--- config.mk ---
export PLATFORM = sky130hd
export DESIGN_NAME = vend_ctrl_flat
export DESIGN_NICKNAME = d
export VERILOG_FILES = /design/src/rtl/vend_ctrl_if.sv /design/src/rtl/vend_ctrl.sv /design/src/flat_wrapper.sv
export SDC_FILE = /design/constraint.sdc
export NUM_CORES = 1
export LEC_CHECK = 0
export ABC_AREA = 0
export CORE_MARGIN = 2
export CORE_UTILIZATION = 30
export CTS_CLUSTER_DIAMETER = 200
export DETAILED_ROUTE_END_ITERATION = 8
export MAX_ROUTING_LAYER = met4
export PLACE_DENSITY = 0.53
export SYNTH_ARGS = -nofsm -noshare
export SYNTH_HDL_FRONTEND = slang
export SYNTH_SLANG_ARGS = --single-unit
export TNS_END_PERCENT = 20
--- constraint.sdc ---
create_clock -name clk -period 3.4 [get_ports clk]
set_clock_uncertainty 0.05 [all_clocks]
set_input_delay 0.68 -clock clk [delete_from_list [all_inputs] [get_ports clk]]
set_output_delay 0.68 -clock clk [all_outputs]
set_load 0.05 [all_outputs]
--- src/rtl/vend_ctrl_if.sv ---
// Coin/selection front-end bundle and display/vend outputs of the vending sequencer.
// The front end drives through master; the sequencer itself connects through slave.
interface vend_ctrl_if;
  logic        coin_valid;
  logic [1:0]  coin_value;
  logic        sel_valid;
  logic [1:0]  sel_item;
  logic [10:0] credit;
  logic        redlight;
  logic        dispense;
  logic [1:0]  item_out;
  logic        change_valid;
  logic [10:0] change_amt;
  logic        coin_reject;
  logic        busy;

  modport master (
    output coin_valid, coin_value, sel_valid, sel_item,
    input  credit, redlight, dispense, item_out,
    input  change_valid, change_amt, coin_reject, busy
  );

  modport slave (
    input  coin_valid, coin_value, sel_valid, sel_item,
    output credit, redlight, dispense, item_out,
    output change_valid, change_amt, coin_reject, busy
  );
endinterface

--- src/rtl/vend_ctrl.sv ---
// Vending-machine sequencer: accumulates credit, vends priced items, returns change
// and flags rejected actions. Every output comes straight from a register.
module vend_ctrl #(
  parameter int PRICE_A    = 5,
  parameter int PRICE_B    = 8,
  parameter int PRICE_C    = 12,
  parameter int MAX_CREDIT = 15,
  parameter int HOLD       = 4,
  parameter int TIMEOUT    = 1000
) (
  input logic         clk,
  input logic         rst,
  vend_ctrl_if.slave  bus
);

  typedef enum logic [2:0] {
    S_IDLE,
    S_COLLECT,
    S_DISPENSE,
    S_CHANGE,
    S_DENY
  } state_t;

  localparam int HCW = $clog2(HOLD + 1);
  localparam int ICW = $clog2(TIMEOUT);

  localparam logic [HCW-1:0] HOLD_LAST = HCW'(HOLD - 1);
  localparam logic [HCW-1:0] HOLD_END  = HCW'(HOLD);
  localparam logic [ICW-1:0] IDLE_LAST = ICW'(TIMEOUT - 1);
  localparam logic [10:0]    P_A       = 11'(PRICE_A);
  localparam logic [10:0]    P_B       = 11'(PRICE_B);
  localparam logic [10:0]    P_C       = 11'(PRICE_C);
  localparam logic [11:0]    MAX_C     = 12'(MAX_CREDIT);

  state_t         r_state,       w_state;
  logic [10:0]    r_credit,      w_credit;
  logic           r_redlight,    w_redlight;
  logic           r_dispense,    w_dispense;
  logic [1:0]     r_itemOut,     w_itemOut;
  logic           r_changeValid, w_changeValid;
  logic [10:0]    r_changeAmt,   w_changeAmt;
  logic           r_coinReject,  w_coinReject;
  logic           r_busy,        w_busy;
  logic [HCW-1:0] r_holdCnt,     w_holdCnt;
  logic [ICW-1:0] r_idleCnt,     w_idleCnt;

  logic [10:0] w_coinUnits;
  logic [10:0] w_price;
  logic [11:0] w_sum;

  always_comb begin
    w_coinUnits = 11'd1;
    case (bus.coin_value)
      2'b00:   w_coinUnits = 11'd1;
      2'b01:   w_coinUnits = 11'd2;
      2'b10:   w_coinUnits = 11'd5;
      default: w_coinUnits = 11'd10;
    endcase
  end

  always_comb begin
    w_price = '0;
    case (bus.sel_item)
      2'd0:    w_price = P_A;
      2'd1:    w_price = P_B;
      2'd2:    w_price = P_C;
      default: w_price = '0;
    endcase
  end

  // One extra bit so the overflow comparison can never wrap.
  assign w_sum = {1'b0, r_credit} + {1'b0, w_coinUnits};

  always_comb begin
    w_state       = r_state;
    w_credit      = r_credit;
    w_itemOut     = r_itemOut;
    w_holdCnt     = r_holdCnt;
    w_idleCnt     = r_idleCnt;
    w_dispense    = 1'b0;
    w_redlight    = 1'b0;
    w_changeValid = 1'b0;
    w_changeAmt   = '0;
    w_coinReject  = 1'b0;

    case (r_state)
      S_IDLE: begin
        if (bus.coin_valid) begin
          w_credit  = w_coinUnits;
          w_idleCnt = '0;
          w_state   = S_COLLECT;
        end
      end

      S_COLLECT: begin
        if (bus.coin_valid) begin
          if (w_sum <= MAX_C) begin
            w_credit = w_sum[10:0];
          end else begin
            w_coinReject = 1'b1;
          end
          w_idleCnt = '0;
        end else if (bus.sel_valid) begin
          if (bus.sel_item == 2'd3) begin
            w_state       = S_CHANGE;
            w_changeValid = (r_credit != '0);
            w_changeAmt   = r_credit;
          end else if (w_price <= r_credit) begin
            w_credit   = r_credit - w_price;
            w_itemOut  = bus.sel_item;
            w_holdCnt  = '0;
            w_dispense = 1'b1;
            w_state    = S_DISPENSE;
          end else begin
            w_holdCnt  = '0;
            w_redlight = 1'b1;
            w_state    = S_DENY;
          end
        end else if (r_idleCnt == IDLE_LAST) begin
          w_state       = S_CHANGE;
          w_changeValid = (r_credit != '0);
          w_changeAmt   = r_credit;
        end else begin
          w_idleCnt = r_idleCnt + ICW'(1);
        end
      end

      // The strobe covers the first HOLD cycles; one more cycle passes before CHANGE.
      S_DISPENSE: begin
        w_coinReject = bus.coin_valid;
        if (r_holdCnt == HOLD_END) begin
          w_state       = S_CHANGE;
          w_changeValid = (r_credit != '0);
          w_changeAmt   = r_credit;
        end else begin
          w_holdCnt  = r_holdCnt + HCW'(1);
          w_dispense = (r_holdCnt < HOLD_LAST);
        end
      end

      S_CHANGE: begin
        w_coinReject = bus.coin_valid;
        w_credit     = '0;
        w_state      = S_IDLE;
      end

      S_DENY: begin
        w_coinReject = bus.coin_valid;
        if (r_holdCnt == HOLD_LAST) begin
          w_idleCnt = '0;
          w_state   = S_COLLECT;
        end else begin
          w_holdCnt  = r_holdCnt + HCW'(1);
          w_redlight = 1'b1;
        end
      end

      default: begin
        w_state = S_IDLE;
      end
    endcase

    w_busy = (w_state == S_DISPENSE) || (w_state == S_CHANGE) || (w_state == S_DENY);
  end

  always_ff @(posedge clk or posedge rst) begin
    if (rst) begin
      r_state       <= S_IDLE;
      r_credit      <= '0;
      r_redlight    <= 1'b0;
      r_dispense    <= 1'b0;
      r_itemOut     <= '0;
      r_changeValid <= 1'b0;
      r_changeAmt   <= '0;
      r_coinReject  <= 1'b0;
      r_busy        <= 1'b0;
      r_holdCnt     <= '0;
      r_idleCnt     <= '0;
    end else begin
      r_state       <= w_state;
      r_credit      <= w_credit;
      r_redlight    <= w_redlight;
      r_dispense    <= w_dispense;
      r_itemOut     <= w_itemOut;
      r_changeValid <= w_changeValid;
      r_changeAmt   <= w_changeAmt;
      r_coinReject  <= w_coinReject;
      r_busy        <= w_busy;
      r_holdCnt     <= w_holdCnt;
      r_idleCnt     <= w_idleCnt;
    end
  end

  assign bus.credit       = r_credit;
  assign bus.redlight     = r_redlight;
  assign bus.dispense     = r_dispense;
  assign bus.item_out     = r_itemOut;
  assign bus.change_valid = r_changeValid;
  assign bus.change_amt   = r_changeAmt;
  assign bus.coin_reject  = r_coinReject;
  assign bus.busy         = r_busy;

endmodule

--- src/flat_wrapper.sv ---
// flat-port wrapper written by rule: the top's interface ports become plain ports
module vend_ctrl_flat 
#(
  parameter int PRICE_A    = 5,
  parameter int PRICE_B    = 8,
  parameter int PRICE_C    = 12,
  parameter int MAX_CREDIT = 15,
  parameter int HOLD       = 4,
  parameter int TIMEOUT    = 1000
)
  (clk, rst, bus_coin_valid, bus_coin_value, bus_sel_valid, bus_sel_item, bus_credit, bus_redlight, bus_dispense, bus_item_out, bus_change_valid, bus_change_amt, bus_coin_reject, bus_busy);
  vend_ctrl_if bus_i ();
  input logic clk;
  input logic rst;
  input wire logic [$bits(bus_i.coin_valid)-1:0] bus_coin_valid;
  input wire logic [$bits(bus_i.coin_value)-1:0] bus_coin_value;
  input wire logic [$bits(bus_i.sel_valid)-1:0] bus_sel_valid;
  input wire logic [$bits(bus_i.sel_item)-1:0] bus_sel_item;
  output wire logic [$bits(bus_i.credit)-1:0] bus_credit;
  output wire logic [$bits(bus_i.redlight)-1:0] bus_redlight;
  output wire logic [$bits(bus_i.dispense)-1:0] bus_dispense;
  output wire logic [$bits(bus_i.item_out)-1:0] bus_item_out;
  output wire logic [$bits(bus_i.change_valid)-1:0] bus_change_valid;
  output wire logic [$bits(bus_i.change_amt)-1:0] bus_change_amt;
  output wire logic [$bits(bus_i.coin_reject)-1:0] bus_coin_reject;
  output wire logic [$bits(bus_i.busy)-1:0] bus_busy;
  assign bus_i.coin_valid = bus_coin_valid;
  assign bus_i.coin_value = bus_coin_value;
  assign bus_i.sel_valid = bus_sel_valid;
  assign bus_i.sel_item = bus_sel_item;
  assign bus_credit = bus_i.credit;
  assign bus_redlight = bus_i.redlight;
  assign bus_dispense = bus_i.dispense;
  assign bus_item_out = bus_i.item_out;
  assign bus_change_valid = bus_i.change_valid;
  assign bus_change_amt = bus_i.change_amt;
  assign bus_coin_reject = bus_i.coin_reject;
  assign bus_busy = bus_i.busy;
  vend_ctrl #(.PRICE_A(PRICE_A), .PRICE_B(PRICE_B), .PRICE_C(PRICE_C), .MAX_CREDIT(MAX_CREDIT), .HOLD(HOLD), .TIMEOUT(TIMEOUT)) u_core (.clk(clk), .rst(rst), .bus(bus_i));
endmodule
* Yosys cells after proc, flatten, opt, wreduce, memory -nomap -nowiden
Index checks and enable logic that the tools add are counted.
** Storage, ports and cells
- Input bits :: 8
- Word-level logic and storage cells :: 119
- Output and inout port bits :: 29
- Register bits after elaboration :: 45
** Operators by class
- Bitwise gates (word level) :: 2
- Order comparisons :: 3
- Muxes and demuxes :: 57
- Add/sub/neg operators :: 4
- Reductions and logical operators :: 14
- Eq/ne operators :: 28
** Operators by type and width (count)
- 11-bit 2-to-1 mux :: 11
- 10-bit 2-to-1 mux :: 5
- 3-bit 2-to-1 mux :: 13
- 11-bit case mux with 3 select lines :: 1
- 10-bit case mux with 3 select lines :: 1
- 4-bit case mux with 3 select lines :: 2
- 11-bit case mux with 2 select lines :: 1
- 1-bit 2-to-1 mux :: 17
- 3-bit by 2-bit equality test with 1-bit output, second input constant :: 5
- 11-bit by 4-bit adder with 12-bit output :: 1
- 12-bit by 4-bit less-or-equal comparator with 1-bit output, second input constant :: 1
- 2-bit inequality test, second input constant :: 6
- 3-bit inequality test, second input constant :: 4
- 3-bit case mux with 4 select lines :: 1
- 6-bit AND reduction :: 2
- 4-bit by 11-bit less-or-equal comparator with 1-bit output :: 1
- 11-bit nonzero test :: 1
- 11-bit by 4-bit subtractor with 11-bit output :: 1
- 10-bit by 1-bit adder with 10-bit output, second input constant :: 1
- 10-bit equality test, second input constant :: 1
- 5-bit AND reduction :: 2
- 3-bit equality test, second input constant :: 3
- 3-bit case mux with 3 select lines :: 1
- 3-bit nonzero test :: 3
- other kinds (13) :: 23

* Logic depth before layout (Yosys ltp)
- Word-level depth :: 11
- Gate-level depth with buffers :: 11
- Depth with buffers taken out :: 10

* Least setup slack after synthesis
No wires, ideal clock.
- Kind :: register to register
- From :: reg u_core.r_credit[0] (netlist: u_core.bus.credit[0])
- To :: reg u_core.r_credit[3] (netlist: u_core.bus.credit[3])
- Period minus slack after synthesis :: 2.970 ns
- Arrival :: 2.795 ns
- Cell stages (with the launch flop) :: 9
- Path slack :: 0.430 ns
- Library setup time :: 0.125 ns
- Path buffers :: 0
- Data required time :: 3.225 ns
- Cell sequence :: dfrtp_1 -> ha_1 -> fa_1 -> a211oi_1 -> o31ai_1 -> o22ai_2 -> nand4b_4 -> a21oi_4 -> mux2_4
** On the way
- Longest elaborated chain between the ends :: 6
- Elaborated cells on any way between the ends :: 13
- Classes of those cells :: 2 x add/sub; 2 x order compare; 2 x eq/ne; 6 x mux; 1 x reduce/logical
** Ends and longest elaborated chain
- from (decl) :: RTL line vend_ctrl.sv:36 : logic [10:0] r_credit, w_credit;
- from (signal assigned) :: RTL line vend_ctrl.sv:181 : r_credit <= w_credit;
- parallel branches: the longest is 6 deep, another holds 11-bit by 4-bit adder with 12-bit output
Several ways; the timed one is not identified. The select of a mux whose other input is x is not followed.
A chain may end at the register's enable or synchronous reset.

* Worst setup path in the final report
- From :: in bus_coin_value[0]
- To :: reg u_core.r_credit[1] (netlist: u_core.bus.credit[1])
** On the way
- Longest elaborated chain between the ends :: 6
- Elaborated cells on any way between the ends :: 12
- Classes of those cells :: 1 x add/sub; 1 x order compare; 3 x eq/ne; 5 x mux; 2 x reduce/logical
** Ends and longest elaborated chain
- from (decl) :: RTL line flat_wrapper.sv:16 : input wire logic [$bits(bus_i.coin_value)-1:0] bus_coin_value;
- 2-bit equality test, or another cell as far along :: RTL line vend_ctrl.sv:53 : case (bus.coin_value)
- 4-bit case mux with 3 select lines * :: RTL line vend_ctrl.sv:53
- 11-bit by 4-bit adder with 12-bit output :: RTL line vend_ctrl.sv:72 : assign w_sum = {1'b0, r_credit} + {1'b0, w_coinUnits};
- 12-bit by 4-bit less-or-equal comparator with 1-bit output or 11-bit 2-to-1 mux (tied branches) :: RTL line vend_ctrl.sv:97 : if (w_sum <= MAX_C) begin
- 3-bit by 2-bit inequality test with 1-bit output (no line) or 11-bit 2-to-1 mux (tied branches)
- 6-bit AND reduction (no line) or 11-bit case mux with 3 select lines (tied branches)
Every way passes the cells marked *; elsewhere a longest branch is shown, timed or not. The select of a mux whose other input is x is not followed.

==> metrics.md <==
| Metric | Value |
|---|---|
| Final worst slack | `290 ps` |
| Tot GR Track Use | `15.8%` |
| Syn Inst Count | `316` |
| Initial antenna violation count | `0` |
| DP HPWL | `5.63 mm` |
| First drt pass iteration count | `4` |
| ANT cells | `0` |
| Synth Register Bits | `45` |
| Clk_lat worst skew | `300 ps` |
| Vias per cell | `5.01` |
| Min-delay worst type | `flop to flop` |
| Synthesized area | `2940 um2` |
| Sequential-to-total area share from yosys stat | `38.4%` |
| Final Power | `3290 uW` |
| Outcome | `finished clean` |
| Power per cell area | `894 nW/um2` |
| Clock tree buffer depth | `2` |
| Setup WS pre-CTS | `-53.2 ps` |
| Fin util | `38.2%` |
| Min Tclk post-route | `3110 ps` |
| Die X | `103 um` |
| Core Region | `9640 um2` |
| Fin crit share | `91.5%` |
| # Post-CTS Setup Buffers | `0` |
| Slew HR | `36.2%` |
| Post-route ant nets | `0` |
| RSZ-0062 raised after global routing | `no` |
| Reg clk slew, reported paths | `80 ps` |
| Clock root cell | `clkbuf_8` |
| Worst Path Required | `3580 ps` |
| Post-synth top area cell | `dfrtp_1` |
| Final setup violating endpoints | `0` |
| Pleak | `0.00163 uW` |
| Slew @ Worst Pin | `956 ps` |
| Vias in the first global route | `2529` |
| Max Cap Violations | `0` |
| Final Hold Fails | `0` |
| Io pins | `37` |
| Post-CTS Resized | `0` |
| Worst Path Arrival | `3280 ps` |
| EDFF count, synth | `0` |
| Total congestion overflow | `0` |
| Fraction of registers with async set/reset | `100%` |
| Mean Syn Cell Area | `9.29 um2` |
| Worst setup SP type | `input port` |
| Cell area after layout | `3680 um2` |
| CTS buffer count | `5` |
| Most common cell in the synthesized netlist | `dfrtp_1` |
| Fmax | `322 MHz` |
| Synth top area cells | `dfrtp_1, ha_1, and2_1` |
| CP endpoint kind | `flop` |
| Worst-path maximum fanout | `5` |
| Iteration-0 DRC Markers | `138` |
| Port Buffer Count | `36` |
| CTS tree | `done` |
| Worst VDD drop | `507 uV` |
| Net count after synthesis | `339` |
| Die area | `10600 um2` |
| Htree depth | `2` |
| YS warnings | `0` |
| Post-synth top area share | `38.4%` |
| Ys flop type | `dfrtp_1` |
| Die Y | `103 um` |
| P&R area growth vs syn | `25.4%` |
| Distinct cells, synth | `67` |
| Share of cells above drive strength 1 | `13.5%` |
| Hold buffers post-CTS | `0` |
| Critical path type | `input port to flop` |
| Layout fillers | `986` |
| Max-slew violation count | `0` |
| Commonest cells post-synth | `dfrtp_1, nor2_1, inv_1` |
| Pin count of the biggest net entering global routing | `46` |
| Cell Rows | `36` |
| Placed cell area | `3560 um2` |
| Via count | `2523` |
| Initial Utilization | `30.5%` |
| WL/cell | `15.0 um` |
| Final nets | `393` |
| Gpl congestion | `0.873` |
| WL final | `7.57 mm` |
| First-pass GRT wire length | `12.8 mm` |
| DRC viols | `0` |
| Sink Count | `45` |
[registers in the layout, indices dropped and copies added (netlist names)]
register	cells
u_core.bus.change_valid	1
u_core.r_state	3
u_core.r_holdCnt	3
u_core.bus.credit	11
u_core.bus.redlight	1
u_core.r_idleCnt	10
u_core.bus.item_out	2
u_core.bus.coin_reject	1
u_core.bus.change_amt	11
u_core.bus.busy	1
u_core.bus.dispense	1
[stage by stage]
stage          std cells  TNS [ps]  hold WS (ps)
6_report             504         0           468
5_1_grt              504         0           500
4_1_cts              504         0           474
3_5_place_dp         496      -160           448
3_3_place_gp         496         0           449
2_1_floorplan        316         0           440
[worst max-delay path, cell delays in order]
cell and delay [ps]:
clkdlybuf4s50_1 510, inv_1 50, ha_1 200, fa_1 390
a211oi_1 400, o31ai_1 160, o22ai_2 190, nand4b_4 160
a21oi_4 190, buf_4 170, mux2i_1 180
[cell usage in the layout (no fill, tap or decap), types with 4 or more instances in the layout]
master / count
xnor2_1: 4
nor2b_1: 5
a211oi_1: 6
nand2_1: 15
and2_1: 15
nor2_1: 25
clkbuf_8: 6
nand4_1: 9
o21ai_0: 16
buf_4: 24
ha_1: 14
a21oi_1: 14
dfrtp_1: 45
inv_1: 23
a31oi_1: 4
mux2i_1: 6
nor3_1: 9
o22ai_1: 4
nand2b_1: 5
nand3_1: 8
and3_1: 4
clkdlybuf4s50_1: 36
xor2_1: 8
a21o_1: 4
[power by group]
group	switching, uW	internal (uW)	total (uW)
clock	195	239	435
sequential	219	650	869
combinational	1150	834	1990
total	1570	1720	3290
[routing by layer]
metal  vias up  track usage [%]  part of all wire (%)
met5         -                -                     0
li1       1264                -                     -
met3         4             2.44                   3.1
met1      1213             21.7                    51
met4         0             3.04                  0.63
met2        42             24.8                    46
[path summary, 6_finish.rpt]
check,start,end,slack [ps],depth (start not counted)
max,bus_coin_value[0],u_core.bus.credit[1]$_DFFE_PP0P_,290,11
min,u_core.bus.item_out[1]$_DFFE_PP0P_,u_core.bus.item_out[1]$_DFFE_PP0P_,470,1
max reg2reg,u_core.bus.credit[0]$_DFFE_PP0P_,u_core.bus.credit[1]$_DFFE_PP0P_,640,10
min reg2reg,u_core.bus.item_out[1]$_DFFE_PP0P_,u_core.bus.item_out[1]$_DFFE_PP0P_,470,1
max in group asynchronous,rst,u_core.bus.item_out[0]$_DFFE_PP0P_,1840,2
min in group asynchronous,rst,u_core.bus.credit[6]$_DFFE_PP0P_,860,2
[area by class of cell]
class	instances	area (um2)	area share, %
multi-input combinational	234	1640	44.5
sequential	45	1130	30.6
timing repair buffer	60	541	14.7
tap	133	166	4.52
inverter	24	90.1	2.45
clock buffer	6	82.6	2.24
clock inverter	2	37.5	1.02
[cell families after synthesis]
family                   share of synthesized area, %
AND/OR/NAND/NOR                                  21.8
adder cells (fa/ha/maj)                          6.65
multiplexers                                     3.32
AO/OA/AOI/OAI                                    20.5
XOR/XNOR                                         3.58
buffers and inverters                            5.80
flip-flops                                       38.4
(Power assumes the default switching activity.)
